## src/rtl/weight_load_ctrl.sv

```systemverilog
// Runtime weight loader for one layer: filters a header+payload stream by layer number and
// steers each payload word to its neuron's weight-memory write port (1-cycle write latency).
// Accepts one word per cycle; s_ready drops only for the single DONE cycle after a packet.
module weight_load_ctrl #(
    parameter int NUM_NEURONS = 30,
    parameter int WEIGHT_NUM  = 784,
    parameter int LAYER_NO    = 1,
    parameter int ADDR_WIDTH  = 10,
    parameter int DATA_WIDTH  = 16
) (
    input  logic                   clk,
    input  logic                   rst,
    input  logic                   s_valid,
    output logic                   s_ready,
    input  logic [DATA_WIDTH-1:0]  s_data,
    input  logic                   s_last,
    output logic [NUM_NEURONS-1:0] wr_en,
    output logic [ADDR_WIDTH-1:0]  wr_addr,
    output logic [DATA_WIDTH-1:0]  wr_data,
    output logic                   busy,
    output logic                   done,
    output logic                   err
);
    localparam int NW = (NUM_NEURONS > 1) ? $clog2(NUM_NEURONS) : 1;

    localparam logic [1:0] IDLE = 2'd0;
    localparam logic [1:0] LOAD = 2'd1;
    localparam logic [1:0] SKIP = 2'd2;
    localparam logic [1:0] DONE = 2'd3;

    localparam logic [NW-1:0]          NRN_LAST = NW'(NUM_NEURONS - 1);
    localparam logic [ADDR_WIDTH-1:0]  W_LAST   = ADDR_WIDTH'(WEIGHT_NUM - 1);
    localparam logic [7:0]             LAYER    = 8'(LAYER_NO);
    localparam logic [NUM_NEURONS-1:0] ONE_HOT0 = NUM_NEURONS'(1);

    logic [1:0]             state;
    logic [1:0]             state_nxt;
    logic [NW-1:0]          nrn_cnt;
    logic [ADDR_WIDTH-1:0]  w_cnt;
    logic                   ready_q;
    logic                   done_q;
    logic                   err_q;
    logic [NUM_NEURONS-1:0] wr_en_q;
    logic [ADDR_WIDTH-1:0]  wr_addr_q;
    logic [DATA_WIDTH-1:0]  wr_data_q;
    logic                   hs;
    logic                   last_word;

    assign hs        = s_valid & s_ready;
    assign last_word = (nrn_cnt == NRN_LAST) && (w_cnt == W_LAST);

    always_comb begin
        state_nxt = state;
        case (state)
            IDLE: begin
                if (hs && !s_last) begin
                    state_nxt = (s_data[7:0] == LAYER) ? LOAD : SKIP;
                end
            end
            LOAD, SKIP: begin
                if (hs) begin
                    if (last_word) begin
                        state_nxt = DONE;
                    end else if (s_last) begin
                        state_nxt = IDLE;
                    end
                end
            end
            default: state_nxt = IDLE;
        endcase
    end

    always_ff @(posedge clk) begin
        if (rst) begin
            state     <= IDLE;
            ready_q   <= 1'b0;
            nrn_cnt   <= '0;
            w_cnt     <= '0;
            done_q    <= 1'b0;
            err_q     <= 1'b0;
            wr_en_q   <= '0;
            wr_addr_q <= '0;
            wr_data_q <= '0;
        end else begin
            state   <= state_nxt;
            ready_q <= (state_nxt != DONE);
            wr_en_q <= '0;
            done_q  <= 1'b0;
            err_q   <= 1'b0;
            if (hs) begin
                case (state)
                    IDLE: begin
                        nrn_cnt <= '0;
                        w_cnt   <= '0;
                        err_q   <= s_last;
                    end
                    LOAD, SKIP: begin
                        if (state == LOAD) begin
                            wr_en_q   <= ONE_HOT0 << nrn_cnt;
                            wr_addr_q <= w_cnt;
                            wr_data_q <= s_data;
                        end
                        // Word P must carry s_last; s_last anywhere earlier aborts the packet.
                        if (last_word) begin
                            done_q <= s_last && (state == LOAD);
                            err_q  <= !s_last;
                        end else begin
                            err_q  <= s_last;
                        end
                        if (w_cnt == W_LAST) begin
                            w_cnt   <= '0;
                            nrn_cnt <= nrn_cnt + 1'b1;
                        end else begin
                            w_cnt   <= w_cnt + 1'b1;
                        end
                    end
                    default: ;
                endcase
            end
        end
    end

    assign s_ready = ready_q;
    assign busy    = (state != IDLE);
    assign done    = done_q;
    assign err     = err_q;
    assign wr_en   = wr_en_q;
    assign wr_addr = wr_addr_q;
    assign wr_data = wr_data_q;

endmodule

```

## config.mk

```make
export PLATFORM = sky130hd
export DESIGN_NAME = weight_load_ctrl
export DESIGN_NICKNAME = d
export VERILOG_FILES = /design/src/rtl/weight_load_ctrl.sv
export SDC_FILE = /design/constraint.sdc
export NUM_CORES = 1
export LEC_CHECK = 0
export BUFFER_PORTS_ARGS = -buffer_cell sky130_fd_sc_hd__buf_2
export CAP_MARGIN = 5
export CORE_MARGIN = 4
export CORE_UTILIZATION = 50
export CTS_BUF_LIST = sky130_fd_sc_hd__clkbuf_8
export CTS_CLUSTER_SIZE = 12
export DETAILED_ROUTE_END_ITERATION = 8
export PLACE_DENSITY = 0.78
export SLEW_MARGIN = 20
export SYNTH_ARGS = -nofsm -noshare
export SYNTH_HDL_FRONTEND = slang
export SYNTH_SLANG_ARGS = --single-unit
```

## constraint.sdc

```tcl
create_clock -name clk -period 4.9 [get_ports clk]
set_clock_uncertainty 0.15 [all_clocks]
set_input_delay 0 -clock clk [delete_from_list [all_inputs] [get_ports clk]]
set_output_delay 0 -clock clk [all_outputs]
set_load 0.05 [all_outputs]
```

### Yosys cells after proc, flatten, opt, wreduce, memory -nomap -nowiden

Cells that the tools add are included.

| word-level totals | value |
|---|---|
| flip-flop bits (word level) | 76 |
| word-level logic and storage cells | 50 |
| output and inout port bits | 60 |
| bits of input ports | 20 |

| cells by class | value |
|---|---|
| shift operators | 1 |
| muxes and demuxes | 12 |
| reductions and logical operators | 14 |
| equal/unequal tests | 7 |
| add/sub/neg operators | 2 |
| bitwise operators | 5 |

Operators by type and width:

| cell | number |
|---|---|
| $shl A1 B5 Y30 const A | 1 |
| $pmux W10 S2 | 1 |
| $add A10 B1 Y10 const B | 1 |
| $eq A10 B10 Y1 const B | 1 |
| $mux W10 | 1 |
| $mux W2 | 5 |
| $pmux W5 S2 | 1 |
| $eq A8 B1 Y1 const B | 1 |
| $reduce_or A4 Y1 | 2 |
| $reduce_and A3 Y1 | 2 |
| $add A5 B1 Y5 const B | 1 |
| $eq A5 B5 Y1 const B | 1 |
| $mux W5 | 1 |
| $ne A2 B2 Y1 const B | 2 |
| $not A1 Y1 | 4 |
| $pmux W2 S2 | 1 |
| $reduce_bool A2 Y1 | 2 |
| $reduce_or A2 Y1 | 2 |
| $logic_and A1 B1 Y1 | 3 |
| $eq A2 B1 Y1 const B | 1 |
| $eq A2 B2 Y1 const B | 1 |
| $logic_not A2 Y1 | 1 |
| $pmux W1 S2 | 1 |
| $reduce_and A2 Y1 | 1 |
| 3 further kinds | 3 |

### Depth between registers and ports, before layout

| logic depth | value |
|---|---|
| depth after elaboration | 6 |
| depth in mapped cells | 8 |
| depth with buffers taken out | 7 |

### Least setup slack after synthesis

OpenSTA, ideal clock, no wires.

| timing | value |
|---|---|
| path kind | register -> register |
| start | register state[0] |
| end | register nrn_cnt[1] |
| cell stages (with the launch flop) | 9 |
| data required time | 4.685 ns |
| arrival time | 1.709 ns |
| slack | 2.976 ns |
| period minus slack after synthesis | 1.924 ns |
| path through | dfxtp_1 > inv_1 > ha_1 > buf_4 > nor2b_1 > a41oi_4 > nor2_1 > mux2_1 > nor2_1 |

| on the way | value |
|---|---|
| cells in the longest elaborated chain, start to end | 4 |
| elaborated cells on any way between the ends | 8 |
| classes of those cells | eq/ne (3); mux (1); reduce/logical (4) |

Ends and longest elaborated chain:

| element | RTL line | RTL |
|---|---|---|
| from (decl) | 36 | `logic [1:0] state;` |
| from (signal assigned) | 85 | `state <= state_nxt;` |
| $eq A2 B1 Y1 / $eq A2 B2 Y1 (equally long branches) | 91 | `case (state)` |
| $reduce_or A2 Y1 | 91 |  |
| $ne A2 B2 Y1 (no line) / $reduce_bool A2 Y1 (equally long branches) | n/a |  |
| $reduce_and A3 Y1 (no line) | n/a |  |
| to (signal assigned) | 112 | `nrn_cnt <= nrn_cnt + 1'b1;` |
| to (decl) | 38 | `logic [NW-1:0] nrn_cnt;` |

Parallel ways exist; a longest one is shown, timed or not.
A chain may end at the register's enable or synchronous reset.

### Worst setup path in the final report

| timing | value |
|---|---|
| start | register state[0] |
| end | register wr_data_q[2], in the netlist wr_data[2] |

| on the way | value |
|---|---|
| cells in the longest elaborated chain, start to end | 3 |
| elaborated cells on any way between the ends | 4 |
| classes of those cells | eq/ne (2); reduce/logical (2) |

Ends and longest elaborated chain:

| element | RTL line | RTL |
|---|---|---|
| $eq A2 B1 Y1 / $eq A2 B2 Y1 (equally long branches) | 91, 98 |  |
| $reduce_or A2 Y1 | 91 |  |
| $reduce_and A3 Y1 (no line) * | n/a |  |
| to (signal assigned) | 101 | `wr_data_q <= s_data;` |
| to (decl) | 45 | `logic [DATA_WIDTH-1:0] wr_data_q;` |

Mark *: on every way between the ends. The rest lies on a longest branch, timed or not.

==> metrics <==
number of port buffers=79; Clock Sinks=76; post-route cell area=3710 um^2; fmax=0.414 GHz; initial antenna violation count=0; post-placement cell count=461; die area=7140 um^2; Synth cell types=42; Primary FF master, synth=dfxtp_1; Resized Gates After CTS=0; CP Cell Sequence=inv_1 -> ha_1 -> nand3_1 -> nand2_1 -> a21oi_1; Pwr Density=338 nW/um^2; CP arrival=2.47 ns; Crit. End Element=flop; Hold Violations, Final=0; number of synthesized flops with an enable pin=0; Pins Over Slew Limit=0; Syn. warnings=0; Final Net Count=448; sequential share of the synthesized area=0.520; adder-cell share of the synthesized area=0.0427; mux cell area share after synthesis=0.00385; Min-Delay Path Depth=2; DR iter-0 viols=141; vias per inst=5.08; Worst EP required=4.96 ns; #FFs+latches synth=76; Clock Path Buffers=2; n_diodes=0; DR vias=2516; Worst Hold End=nrn_cnt[2]; R2R depth=5; Startpoint Class=flop; syn avg cell area=8.93 um^2; CP Max Fanout=26; VDD IR-drop max=0.000228 V; Reg-to-Reg Start=state[0]; final setup TNS=0 ns; Synth Area in Compound Gates=0.0940; Synth Net Count=358; global-route wire length before repair=11.6 mm; vias in the first global route=2430; H-tree lvl count=3; clock latency on the worst-skew pair=0.35 ns; Critical Path Max Stage Delay=0.76 ns; Worst Tran Pin Value=0.999 ns; routed wire length=6.96 mm; Initial Utilization=0.522; placed cell area=3290 um^2; FF-to-FF End=wr_data[2]; most frequent cells in the layout=buf_2, dfxtp_1, nand2_1, nor2_1, a21oi_1; clock-pin transition on the worst setup and hold timing paths=0.08 ns; Global Route Usage Sum=0.202; DRT Pass-1 Iters=4; area delta synth->final=26.8%; worst hold path type=in -> reg; post-synthesis cell count=328; Max-slew headroom=0.332; DRC errors left=0; DPL Wire Length=4.56 mm; number of buffers created by CTS=9; post-synthesis async set-or-reset flop share=0; CTS tree=done; Avg WL per Cell=14.1 um; maxcap violations=0; largest net degree at the start of global routing=35; Leakage=1.60 nW; share of post-route cells with drive strength above 1=0.248; endpoints failing setup=0; fin crit period=2.42 ns; # IOs=80; ratio of final minimum period to clock period=0.493; Reg2Reg Setup Slack=2.48 ns; post-route ant nets=0; xor and xnor fraction of the mapped netlist area=0.0329; worst setup path class=reg -> reg; Max stage delay cell, worst path=nand3_1; clock root buffer=clkbuf_8; status=completed; largest family of logic cells by synthesized area=simple AND/OR/NAND/NOR gates; core area=5610 um^2; Site Rows=27; GP Congestion=0.819; unrepaired setup endpoints after global routing=false; Hold Path Origin=rst; total grt overflow=0; fin cells=495; Mapped Area=2930 um^2; chip width=84.5 um; most common cell after layout, fill and taps aside=buf_2; post-synthesis simple-gate area fraction=0.252; die height=84.5 um
==> logic make-up (layout without fill, tap and decap cells) <==
family                     Yosys count  after routing
AOI/OAI and AO/OA                   44             44
xor gates and xnor gates            11             11
adders and majority gates           10             10
buffers and inverters               29            124
DFF                                 76             76
muxes                                1              1
and+or+nand+nor                    157            157
==> worst max-delay path, delay by kind of cell, from the launching register on <==
kind	cells	cell delay, ns
and+or+nand+nor	2	1.10
adders and majority gates	1	0.46
DFF	1	0.38
AOI/OAI and AO/OA	1	0.11
buffers and inverters	1	0.08
==> area by class of cell <==
cell class                 count  area [um^2]
clock buffer                   9          124
clock inverter                 7          116
fill                         455         1890
inverter                      11         41.3
multi-input combinational    223         1240
sequential                    76         1520
tap                           72         90.1
timing repair buffer          97          576
==> stage by stage <==
stage / setup slack (ns) / utilization / power, W / hold slack (ns)
3_5_place_dp: 2.54 / 0.587 / 0.000686 / 0.100
4_1_cts: 2.53 / 0.662 / 0.00126 / 0.00380
2_1_floorplan: 2.98 / - / 0.000670 / -0.0140
3_3_place_gp: 2.61 / 0.587 / 0.000685 / 0.0919
5_1_grt: 2.30 / 0.662 / 0.00130 / 0.0310
6_report: 2.48 / 0.662 / 0.00126 / 0.0235
==> repair_timing <==
action                                 4_1_cts  5_1_grt
hold buffers                                18        0
setup endpoints to repair                    0        0
setup buffers                                0        0
endpoints found under the hold margin       18        0
==> state kept, by name, summed over array words and instances (netlist names) <==
register  flops
nrn_cnt       5
err           1
s_ready       1
wr_addr      10
done          1
w_cnt        10
wr_en        30
wr_data      16
state         2
==> synthesized netlist by cell type, types with 2 or more instances <==
| cell type | n | area share |
|---|---|---|
| dfxtp_1 | 76 | 0.52 |
| xnor2_1 | 4 | 0.012 |
| xor2_1 | 7 | 0.021 |
| and3_1 | 5 | 0.011 |
| buf_2 | 2 | 0.0034 |
| a21oi_1 | 32 | 0.055 |
| clkbuf_8 | 2 | 0.0094 |
| buf_6 | 2 | 0.0077 |
| nor2_1 | 45 | 0.058 |
| and4_1 | 3 | 0.0090 |
| o21ai_0 | 5 | 0.0085 |
| nor2b_1 | 3 | 0.0064 |
| nor3_2 | 2 | 0.0068 |
| nand3_1 | 6 | 0.010 |
| clkbuf_1 | 8 | 0.010 |
| and4_2 | 2 | 0.0068 |
| buf_4 | 4 | 0.010 |
| nand2_1 | 71 | 0.091 |
| inv_1 | 11 | 0.014 |
| ha_1 | 10 | 0.043 |
| nand4_1 | 5 | 0.011 |
| nor3_1 | 2 | 0.0034 |
| and3b_1 | 2 | 0.0060 |
==> per-layer routing <==
layer | global-route usage | vias to the layer above | wire length [um]
met5 | 0 | - | 0
met4 | 0.0748 | 0 | 187
met3 | 0.0697 | 20 | 450
met2 | 0.332 | 91 | 3390
met1 | 0.246 | 1152 | 2930
li1 | - | 1253 | -
==> power by group <==
group / switching (W) / internal [W]
clock network: 0.000234 / 0.000337
registers: 0.00000311 / 0.000620
logic: 0.0000350 / 0.0000262
total: 0.000272 / 0.000983
==> how the worst max path moves through the flow <==
stage                        start    endpoint  slack [ns]  depth (start not counted)
after floorplan           state[0]  nrn_cnt[1]        2.98                          8
after global placement    state[0]        done        2.61                          4
after detailed placement  state[0]  wr_data[4]        2.54                          5
after CTS                 state[0]  wr_data[4]        2.53                          5
after global routing      state[0]  wr_data[2]        2.30                          5
final                     state[0]  wr_data[2]        2.48                          5
No activity file was read; power rests on OpenSTA's default activity.
